**config.mk**
```make
export PLATFORM = sky130hd
export DESIGN_NAME = clk_period_monitor
export DESIGN_NICKNAME = d
export VERILOG_FILES = /design/src/rtl/clk_period_monitor.sv
export SDC_FILE = /design/constraint.sdc
export NUM_CORES = 1
export LEC_CHECK = 0
export BUFFER_PORTS_ARGS = -buffer_cell sky130_fd_sc_hd__buf_4
export CAP_MARGIN = 20
export CORE_UTILIZATION = 25
export CTS_CLUSTER_DIAMETER = 100
export DETAILED_ROUTE_END_ITERATION = 7
export GPL_ROUTABILITY_DRIVEN = 0
export PLACE_DENSITY_LB_ADDON = 0.15
export SLEW_MARGIN = 20
export SYNTH_ARGS = -nofsm -noshare
export SYNTH_HDL_FRONTEND = slang
export SYNTH_SLANG_ARGS = --single-unit
```
**constraint.sdc**
```tcl
create_clock -name clk_in -period 6.5 [get_ports clk_in]
set_input_delay 0.975 -clock clk_in [delete_from_list [all_inputs] [get_ports clk_in]]
set_output_delay 0.975 -clock clk_in [all_outputs]
set_load 0.05 [all_outputs]
```
**src/rtl/clk_period_monitor.sv**
```systemverilog
// clk_period_monitor: checks the divided clock at the receiving end.
// mon_in is synchronised into clk_in and the period between rising edges is
// measured. Lock is declared after LOCK_N consecutive in-tolerance periods.
// After lock, a bad period or a stall raises a sticky fault that only
// clr_fault removes.
module clk_period_monitor #(
    parameter int CNT_W   = 8,
    parameter int EXPECT  = 6,
    parameter int TOL     = 0,
    parameter int LOCK_N  = 4,
    parameter int TIMEOUT = 64
) (
    input  logic             clk_in,
    input  logic             rst,
    input  logic             mon_in,
    input  logic             clr_fault,
    output logic [CNT_W-1:0] period,
    output logic             period_valid,
    output logic             locked,
    output logic             fault
);

    localparam int MC_W = $clog2(LOCK_N + 1);
    localparam logic [CNT_W:0]   EXP_X  = (CNT_W+1)'(EXPECT);
    localparam logic [CNT_W:0]   TOL_X  = (CNT_W+1)'(TOL);
    localparam logic [CNT_W-1:0] TOUT_C = CNT_W'(TIMEOUT);
    localparam logic [MC_W-1:0]  LAST_M = MC_W'(LOCK_N - 1);

    typedef enum logic [1:0] {
        ST_IDLE,
        ST_MEASURE,
        ST_LOCKED,
        ST_FAULT
    } state_t;

    state_t           r_state;
    logic             r_s1, r_s2, r_s3;
    logic [CNT_W-1:0] r_cnt;
    logic [MC_W-1:0]  r_match_cnt;
    logic [CNT_W-1:0] r_period;
    logic             r_period_valid;
    logic             r_locked;
    logic             r_fault;

    logic             w_rise;
    logic             w_stall;
    logic             w_match;
    logic [CNT_W:0]   w_cnt_x;
    logic [CNT_W:0]   w_diff;

    // Three-flop chain: two flops for metastability, the third for edge detect.
    always_ff @(posedge clk_in or negedge rst) begin
        if (!rst) begin
            r_s1 <= 1'b0;
            r_s2 <= 1'b0;
            r_s3 <= 1'b0;
        end else begin
            r_s1 <= mon_in;
            r_s2 <= r_s1;
            r_s3 <= r_s2;
        end
    end

    assign w_rise = r_s2 & ~r_s3;

    // Period counter: restarts at 1 on each rise, otherwise counts up and sticks at all-ones.
    always_ff @(posedge clk_in or negedge rst) begin
        if (!rst) begin
            r_cnt <= '0;
        end else if (w_rise) begin
            r_cnt <= CNT_W'(1);
        end else if (r_cnt != '1) begin
            r_cnt <= r_cnt + 1'b1;
        end
    end

    // Absolute deviation is computed one bit wider so neither subtraction can wrap.
    assign w_cnt_x = {1'b0, r_cnt};
    assign w_diff  = (w_cnt_x >= EXP_X) ? (w_cnt_x - EXP_X) : (EXP_X - w_cnt_x);
    assign w_match = (w_diff <= TOL_X);
    assign w_stall = (r_cnt == TOUT_C) & ~w_rise;

    // Lock/fault state machine; every output is registered here so all of them move on one edge.
    always_ff @(posedge clk_in or negedge rst) begin
        if (!rst) begin
            r_state        <= ST_IDLE;
            r_match_cnt    <= '0;
            r_period       <= '0;
            r_period_valid <= 1'b0;
            r_locked       <= 1'b0;
            r_fault        <= 1'b0;
        end else begin
            r_period_valid <= 1'b0;
            case (r_state)
                ST_IDLE: begin
                    // The interval that ends at the first rise is incomplete, so nothing is reported.
                    if (w_rise) begin
                        r_state     <= ST_MEASURE;
                        r_match_cnt <= '0;
                    end
                end
                ST_MEASURE: begin
                    if (w_rise) begin
                        r_period       <= r_cnt;
                        r_period_valid <= 1'b1;
                        if (w_match) begin
                            if (r_match_cnt == LAST_M) begin
                                r_state     <= ST_LOCKED;
                                r_locked    <= 1'b1;
                                r_match_cnt <= '0;
                            end else begin
                                r_match_cnt <= r_match_cnt + 1'b1;
                            end
                        end else begin
                            r_match_cnt <= '0;
                        end
                    end else if (w_stall) begin
                        // A stall before lock is not an error; it restarts acquisition.
                        r_state     <= ST_IDLE;
                        r_match_cnt <= '0;
                    end
                end
                ST_LOCKED: begin
                    if (w_rise) begin
                        r_period       <= r_cnt;
                        r_period_valid <= 1'b1;
                        if (!w_match) begin
                            r_state  <= ST_FAULT;
                            r_locked <= 1'b0;
                            r_fault  <= 1'b1;
                        end
                    end else if (w_stall) begin
                        r_state  <= ST_FAULT;
                        r_locked <= 1'b0;
                        r_fault  <= 1'b1;
                    end
                end
                ST_FAULT: begin
                    // Clearing wins over a coincident rise; that rise is dropped.
                    if (clr_fault) begin
                        r_state <= ST_IDLE;
                        r_fault <= 1'b0;
                    end else if (w_rise) begin
                        r_period       <= r_cnt;
                        r_period_valid <= 1'b1;
                    end
                end
                default: begin
                    r_state <= ST_IDLE;
                end
            endcase
        end
    end

    assign period       = r_period;
    assign period_valid = r_period_valid;
    assign locked       = r_locked;
    assign fault        = r_fault;

endmodule
```
* Word level (Yosys, flattened, before mapping)
Cells that the tools add are included.
** Word-level totals
- ROM bits :: 0
- Output and inout bits :: 11
- Input bits :: 4
- Memory bits (writable) :: 0
- Memories :: 0
- Register bits :: 27
- Bits in latches :: 0
- Logic and storage cells :: 86
** Operators by class
- Multipliers :: 0
- Divide/modulo/power cells :: 0
- Bitwise logic cells :: 4
- $lt $le $gt $ge :: 2
- Shift operators :: 0
- Equal/unequal tests :: 17
- Reductions and logical operators :: 12
- Mux-type cells :: 37
- Add/subtract/negate cells :: 4
** Operators by type and width (count)
- 8-bit 2-to-1 mux :: 4
- 2-bit 2-to-1 mux :: 9
- 8-bit case mux with 2 select lines :: 1
- 3-bit 2-to-1 mux :: 5
- 3-bit inequality test (second input constant) :: 5
- 1-bit 2-to-1 mux :: 12
- 2-bit inequality test (second input constant) :: 6
- 2-bit nonzero test :: 5
- 9-bit by 1-bit <= comparator with 1-bit output (second input constant) :: 1
- 9-bit 2-to-1 mux :: 1
- 3-bit by 8-bit subtractor with 9-bit output (first input constant) :: 1
- 8-bit by 3-bit subtractor with 9-bit output (second input constant) :: 1
- 8-bit by 1-bit adder with 8-bit output (second input constant) :: 1
- 8-bit by 7-bit equality test with 1-bit output (second input constant) :: 1
- 8-bit by 3-bit greater-or-equal comparator with 1-bit output (second input constant) :: 1
- 8-bit inequality test (second input constant) :: 1
- 2-bit case mux with 4 select lines :: 1
- 7-bit AND reduction :: 1
- 1-bit case mux with 2 select lines :: 3
- 3-bit case mux with 2 select lines :: 1
- 6-bit AND reduction :: 1
- 2-bit equality test (second input constant) :: 2
- 4-bit AND reduction :: 1
- 3-bit by 1-bit adder with 3-bit output (second input constant) :: 1
- other kinds (8) :: 10

* Longest topological paths before layout
Gate-level depths: netlist of the first run.
- Depth in word-level cells :: 7
- Gate-level depth with buffers :: 7
- Gate-level depth less buffers :: 7

* Worst setup path before layout of the first run
Ideal clock, no wire load.
- Path type :: reg2reg
- Start point :: reg r_cnt[1]
- End point :: reg r_fault, in the netlist fault
- Period minus slack after synthesis :: 2194 ps
- Buffers on the path :: 0
- Setup slack :: 4306 ps
- Stages on the path, launching flop included :: 7
- Setup time :: 126 ps
- Data required time :: 6374 ps
- Arrival :: 2068 ps
- Path through :: dfrtp_1 -> ha_1 -> or4_1 -> o21ai_1 -> o2111ai_4 -> o2111a_1 -> a311o_1
** On the way
- Longest elaborated chain between the ends :: 5
- Elaborated cells on any way between the ends :: 10
- Those cells by class :: add/sub: 2; order compare: 2; eq/ne: 3; mux: 1; bitwise: 1; reduce/logical: 1
** Ends and longest elaborated chain
- start, declared :: line 38 : logic [CNT_W-1:0] r_cnt;
- start signal, assigned :: line 73 : r_cnt <= r_cnt + 1'b1;
- 3-bit by 8-bit subtractor with 9-bit output, or another cell as far along :: line 79 : assign w_diff = (w_cnt_x >= EXP_X) ? (w_cnt_x - EXP_X) : (EXP_X - w_cnt_x);
- 9-bit 2-to-1 mux :: line 79
- 9-bit by 1-bit <= comparator with 1-bit output :: line 80 : assign w_match = (w_diff <= TOL_X);
- 3-bit inequality test (no line)
- 4-bit AND reduction (no line) (*)
- end signal, assigned :: line 91 : r_fault <= 1'b0;
- end signal, assigned :: line 130 : r_fault <= 1'b1;
- end signal, assigned :: line 135 : r_fault <= 1'b1;
- end, declared :: line 43 : logic r_fault;
Mark *: on every way between the ends. The rest lies on a longest branch, timed or not.
A chain may end at the register's enable or synchronous reset.

* Worst setup path after layout of the first run
- Start point :: reg r_cnt[2]
- End point :: reg r_fault, in the netlist fault
Same word-level chain as after synthesis.

==> results of run 1 <==
[per-layer routing]
layer	up-vias	GRT usage	wire, microns
li1	511	-	-
met1	517	0.1355	1479
met2	15	0.1852	1383
met3	5	0.01977	98
met4	0	0.03148	30
met5	-	0	0
[area by class of cell]
| type | count | area [sq um] |
|---|---|---|
| Clock buffer | 3 | 41.29 |
| Clock inverter | 1 | 7.507 |
| Fill cell | 580 | 3881 |
| Inverter | 7 | 26.28 |
| Multi-Input combinational cell | 94 | 747.0 |
| Sequential cell | 27 | 675.6 |
| Tap cell | 72 | 90.09 |
| Timing Repair Buffer | 14 | 105.1 |
[metrics by stage]
step	cells	total power, mW	util	hold slack, ns
final	218	0.6136	0.3037	0.3595
after floorplan	132	0.4517	-	0.3312
after detailed placement	214	0.5212	0.2949	0.3427
after global routing	218	0.6628	0.3037	0.3778
after CTS	218	0.6253	0.3037	0.3676
after global placement	214	0.5206	0.2949	0.3421
[flip-flops by register name, summed over array words and instances (netlist names), named ones only]
| register | count |
|---|---|
| period_valid | 1 |
| period | 8 |
| r_s1 | 1 |
| r_match_cnt | 3 |
| fault | 1 |
| r_cnt | 8 |
| r_state | 1 |
| locked | 1 |
| r_s3 | 1 |
| r_s2 | 1 |
[worst min-delay path by stage]
stage                         startpoint              to  slack, ns  cells after the start
after floorplan           r_s1$_DFF_PN0_  r_s2$_DFF_PN0_       0.33                      0
after global routing      r_s1$_DFF_PN0_  r_s2$_DFF_PN0_       0.38                      0
after CTS                 r_s1$_DFF_PN0_  r_s2$_DFF_PN0_       0.37                      0
after detailed placement  r_s1$_DFF_PN0_  r_s2$_DFF_PN0_       0.34                      0
after global placement    r_s1$_DFF_PN0_  r_s2$_DFF_PN0_       0.34                      0
final                     r_s1$_DFF_PN0_  r_s2$_DFF_PN0_       0.36                      0
[cell usage after synthesis (all sizes together) (3+ instances only)]
cell type,number
nand3,4
a21oi,4
nand2,7
mux2,7
o21ai,8
ha,10
inv,7
nor3,3
nor2,8
nor2b,6
dfrtp,27
[power groups by stage]
stage / combinational (mW) / clock [mW] / sequential (mW)
finish: 0.279 / 0.0978 / 0.237
global route: 0.308 / 0.111 / 0.244
CTS: 0.282 / 0.106 / 0.237
detailed placement: 0.281 / 0 / 0.240
global placement: 0.280 / 0 / 0.241
floorplan: 0.164 / 0 / 0.288
[kinds of logic after synthesis]
group	Yosys count	synth area share
XOR/XNOR	3	0.01794
AO/OA/AOI/OAI	33	0.1879
multiplexers	8	0.06064
buffers and inverters	11	0.02903
AND/OR/NAND/NOR	40	0.1580
adder cells (fa/ha/maj)	10	0.08540
flip-flops	27	0.4611
[critical path, cell delays in order, from the launching register on]
cell and delay, ns:
dfrtp_1 0.47, ha_1 0.29, or4_1 0.43, o21ai_1 0.23
o2111ai_4 0.24, o2111a_1 0.29, a311o_1 0.31
==> impl_metrics.ini, run 1 <==
[outcome]
status = complete, no violations

[synth]
yosys.area.top_type_share = 0.4611
ys_seq_area_frac = 0.4611
yosysUniqueCellTypes = 46
yosysWarnings = 0
avgSynthCellArea_sq_um = 11.10
synth_edf_count = 0
synth_seq_cells = 27
syn_area_sq_um = 1465
synthCells = 132
syn_nets = 146
ys.flop_type = dfrtp_1
yosys.area.top_type = dfrtp_1
synthTopCellsByArea = dfrtp_1 46%, ha_1 8.5%, mux2_2 5.4%
async_flop_share = 1.000

[critical_path]
r2r_cells = 6
crit_start = r_cnt[2]$_DFFE_PN0P_
reg2reg_from = r_cnt[2]$_DFFE_PN0P_
r2r-end = fault$_DFFE_PN0P_
worstSetupPathType = flip-flop to flip-flop
start_kind = flip-flop
critPathMaxFanout = 9
ff2ff_setup_slack_ns = 4.13
cp.required_ns = 6.67
endpoint_kind = flip-flop
endpoint = fault$_DFFE_PN0P_
crit_arrival_ns = 2.53

[routing]
vias = 1048
ant_nets = 0
dr.pass1.iters = 4
drc = 0
drt-initial-drc-count = 49
wl_per_cell_microns = 13.72
routed_wl_mm = 2.991
avgViaCountPerCell = 4.807

[floorplanning]
die_area_sq_um = 6171
start_util = 0.2629
rows = 27
die_w_microns = 78.56
core_area_sq_um = 5574
ioPinCount = 15
dieHeight_microns = 78.56

[placed_design]
io_buffer_count = 14
hpwl_mm = 2.107
placed_area_sq_um = 1644
place_ws_ns = 4.126

[global_route]
antenna_found_initial = 0
grt_pass1_vias = 1092
gr-total-overflow = 0
grt_start_max_net_pins = 28
track_usage = 0.1075
grt_first_pass_wirelength_mm = 5.209

[sta]
clock_skew_ns = 0.005207
drv_slew = 0
maxSlewHeadroom = 0.4167
fin_setup_tns_ns = 0
setup_viol = 0
fin_crit_sh = 0.3639
min_period_ns = 2.365
fmax_ghz = 0.4228
fin_ws_ns = 4.135
finalHoldViolCount = 0
worst_pin_slew_ns = 0.8732
grt_setup_unrepaired = no

[clocking]
insertion_delay_ns = 0.27
cts_setup_buffers = 0
clk_pin_slew_ns = 0.10
h-tree-depth = 1
post_cts_resize_count = 0
clockBufferDepth = 2
cts_root_buffer = clkbuf_8
tritoncts = built
hold_buffers = 0
numCtsBuffers = 3
clkSinkCount = 27

[layout]
final_common_cell = dfrtp_1
synthToLayoutAreaGrowth_pct = 15.54
fin_area_sq_um = 1693
layout_common_cells = 27 x dfrtp_1, 14 x buf_4, 10 x ha_1
drive_gt1_frac = 0.2123
antenna_cells = 0
nets = 161

[power]
p_seq_frac = 0.386
clkPwrFrac = 0.159
p_int_uw = 350.9
p_switching_uw = 262.7
power.density_nw_per_um2 = 362.5
p_leak_nw = 0.7613
ir_drop_mv = 0.1810
swShare = 0.4281
p_comb_frac = 0.455

[min_path]
hold_path.class = flip-flop to flip-flop

[flow_run]
cap_viol_max_count = 0
(Power assumes the default switching activity.)
==> run 2: changes to the inputs <==
Clock period 6.5 ns to 1.95 ns, I/O delays scaled along.
==> run 2 against run 1 <==
Compared with the run above: the flow now finishes with violations (negative setup slack); power rose to 3.8 times the previous value; design area up 16%; core utilization up 4.8 points; flip-flop and latch count did not move; sequential power rose to 3.2 times the previous value; sequential share of layout area decreased by 5.4 points; critical endpoint is now r_state[0]$_DFFE_PN0P_; clock-buffer cell count unchanged; setup slack lost 4.3 ns; critical path depth did not move.
==> impl_metrics.ini, run 2 (synthesized netlist as in run 1, its figures left out) <==
[routing]
vias = 1155
dr.pass1.iters = 4
drc = 0
wl_per_cell_microns = 14.44
ant_nets = 0
avgViaCountPerCell = 4.695
routed_wl_mm = 3.552
drt-initial-drc-count = 18

[critical_path]
ff2ff_setup_slack_ns = -0.20
worstSetupPathType = flip-flop to flip-flop
endpoint_kind = flip-flop
r2r_cells = 6
reg2reg_from = r_cnt[3]$_DFFE_PN0P_
crit_arrival_ns = 2.31
critPathMaxFanout = 2
start_kind = flip-flop
cp.required_ns = 2.12
r2r-end = r_state[0]$_DFFE_PN0P_

[layout]
final_util = 0.3513
nets = 189
antenna_cells = 0
synthToLayoutAreaGrowth_pct = 33.65
layout_common_cells = 39 x buf_4, 27 x dfrtp_1, 10 x ha_1
final_common_cell = buf_4
instances_no_fill = 246
drive_gt1_frac = 0.3678
fillers = 586

[clocking]
clockBufferDepth = 2
tritoncts = built
h-tree-depth = 1
insertion_delay_ns = 0.27
cts_root_buffer = clkbuf_8
clk_pin_slew_ns = 0.10
numCtsBuffers = 3
clkSinkCount = 27

[placed_design]
io_buffer_count = 14
dpl.cell_count = 235
place_ws_ns = -0.2592
hpwl_mm = 2.502

[sta]
worst_pin_slew_ns = 0.4038
fin_crit_sh = 1.100
clock_skew_ns = 0.005485
min_period_ns = 2.145
grt_setup_unrepaired = yes
drv_slew = 0
finalHoldViolCount = 0
setup_viol = 6
fmax_ghz = 0.4661
fin_ws_ns = -0.1953
maxSlewHeadroom = 0.7303

[power]
p_switching_uw = 965.0
p_seq_frac = 0.322
swShare = 0.4096
ir_drop_mv = 0.6220
p_leak_nw = 0.9110
clkPwrFrac = 0.137
power.density_nw_per_um2 = 1203
p_int_mw = 1.391
p_comb_frac = 0.541

[floorplanning]
start_util = 0.2629
dieHeight_microns = 78.56
rows = 27
die_w_microns = 78.56
ioPinCount = 15
core_area_sq_um = 5574
die_area_sq_um = 6171

[min_path]
hold_start = mon_in
hold_path.class = input port to flip-flop
hold_path_end = r_s1$_DFF_PN0_
hold-path-cell-count = 1

[outcome]
violations = negative setup slack
status = finished with violations

[global_route]
track_usage = 0.1249
gr-total-overflow = 0
antenna_found_initial = 0
grt_pass1_vias = 1239
grt_start_max_net_pins = 28
grt_first_pass_wirelength_mm = 5.927

[flow_run]
cap_viol_max_count = 0
[run 2: changes by cell type in the layout (fill, tap and decap cells not counted), sizes merged]
cell         previous run  this run
buf                    14        41
clkinv                  0         1
clkinvlp                1         0
dlygate4sd3             0         1
[run 2: area by class of cell]
type / count / area [sq um] / area share
multi-input combinational: 94 / 785.8 / 0.4013
inverter: 7 / 26.28 / 0.01342
sequential: 27 / 675.6 / 0.3450
clock buffer: 3 / 41.29 / 0.02109
timing repair buffer: 42 / 334.1 / 0.1706
tap: 72 / 90.09 / 0.04601
clock inverter: 1 / 5.005 / 0.002556
[run 2: critical path: stages, from the launching register on]
cell      delay, ns
dfrtp_1        0.40
or4_4          0.58
buf_12         0.15
o31ai_4        0.20
o221ai_2       0.13
o32a_1         0.35
o211a_1        0.23
[run 2: metal layers]
metal | GRT usage | wire length (microns) | vias up
met4 | 0.04259 | 72 | 0
met2 | 0.2183 | 1801 | 16
met5 | 0 | 0 | -
li1 | - | - | 564
met1 | 0.1465 | 1571 | 567
met3 | 0.03256 | 107 | 8
[run 2: stage by stage]
step	power (mW)	setup TNS [ns]	hold slack, ns	cell area (sq um)
after floorplan	1.512	-0.3937	-0.003091	1469
after global placement	1.863	-0.8819	0.2377	1805
after detailed placement	1.883	-1.220	0.2381	1805
after CTS	2.351	-0.9049	0.1152	1934
after global routing	2.521	-1.385	0.1094	1958
final	2.356	-0.8113	0.1241	1958
[run 2: worst max-delay path by stage]
| stage | depth (start not counted) | from | end | slack, ns |
|---|---|---|---|---|
| floorplan | 6 | r_cnt[1]$_DFFE_PN0P_ | fault$_DFFE_PN0P_ | -0.23 |
| global placement | 6 | r_cnt[2]$_DFFE_PN0P_ | fault$_DFFE_PN0P_ | -0.18 |
| detailed placement | 7 | r_cnt[2]$_DFFE_PN0P_ | r_match_cnt[0]$_DFFE_PN0P_ | -0.26 |
| CTS | 7 | r_cnt[3]$_DFFE_PN0P_ | flip-flop | -0.18 |
| global route | 6 | r_cnt[3]$_DFFE_PN0P_ | r_state[0]$_DFFE_PN0P_ | -0.27 |
| finish | 6 | r_cnt[3]$_DFFE_PN0P_ | r_state[0]$_DFFE_PN0P_ | -0.20 |
[run 2: power by group through the flow]
stage                     clock (mW)  combinational, mW  sequential, mW
after floorplan                    0              0.550           0.962
after detailed placement           0               1.11           0.775
final                          0.324               1.27           0.758
after CTS                      0.344               1.25           0.759
after global placement             0               1.09           0.769
after global routing           0.362               1.38           0.774
[run 2: what timing repair did]
| item | in CTS | in global routing |
|---|---|---|
| gates resized for setup | 5 | 3 |
| hold buffers | 1 | 0 |
| buffers inserted | 5 | 1 |
| endpoints found under the setup margin | 7 | 7 |
| endpoints found under the hold margin | 27 | 0 |
| pin swaps | 10 | 5 |
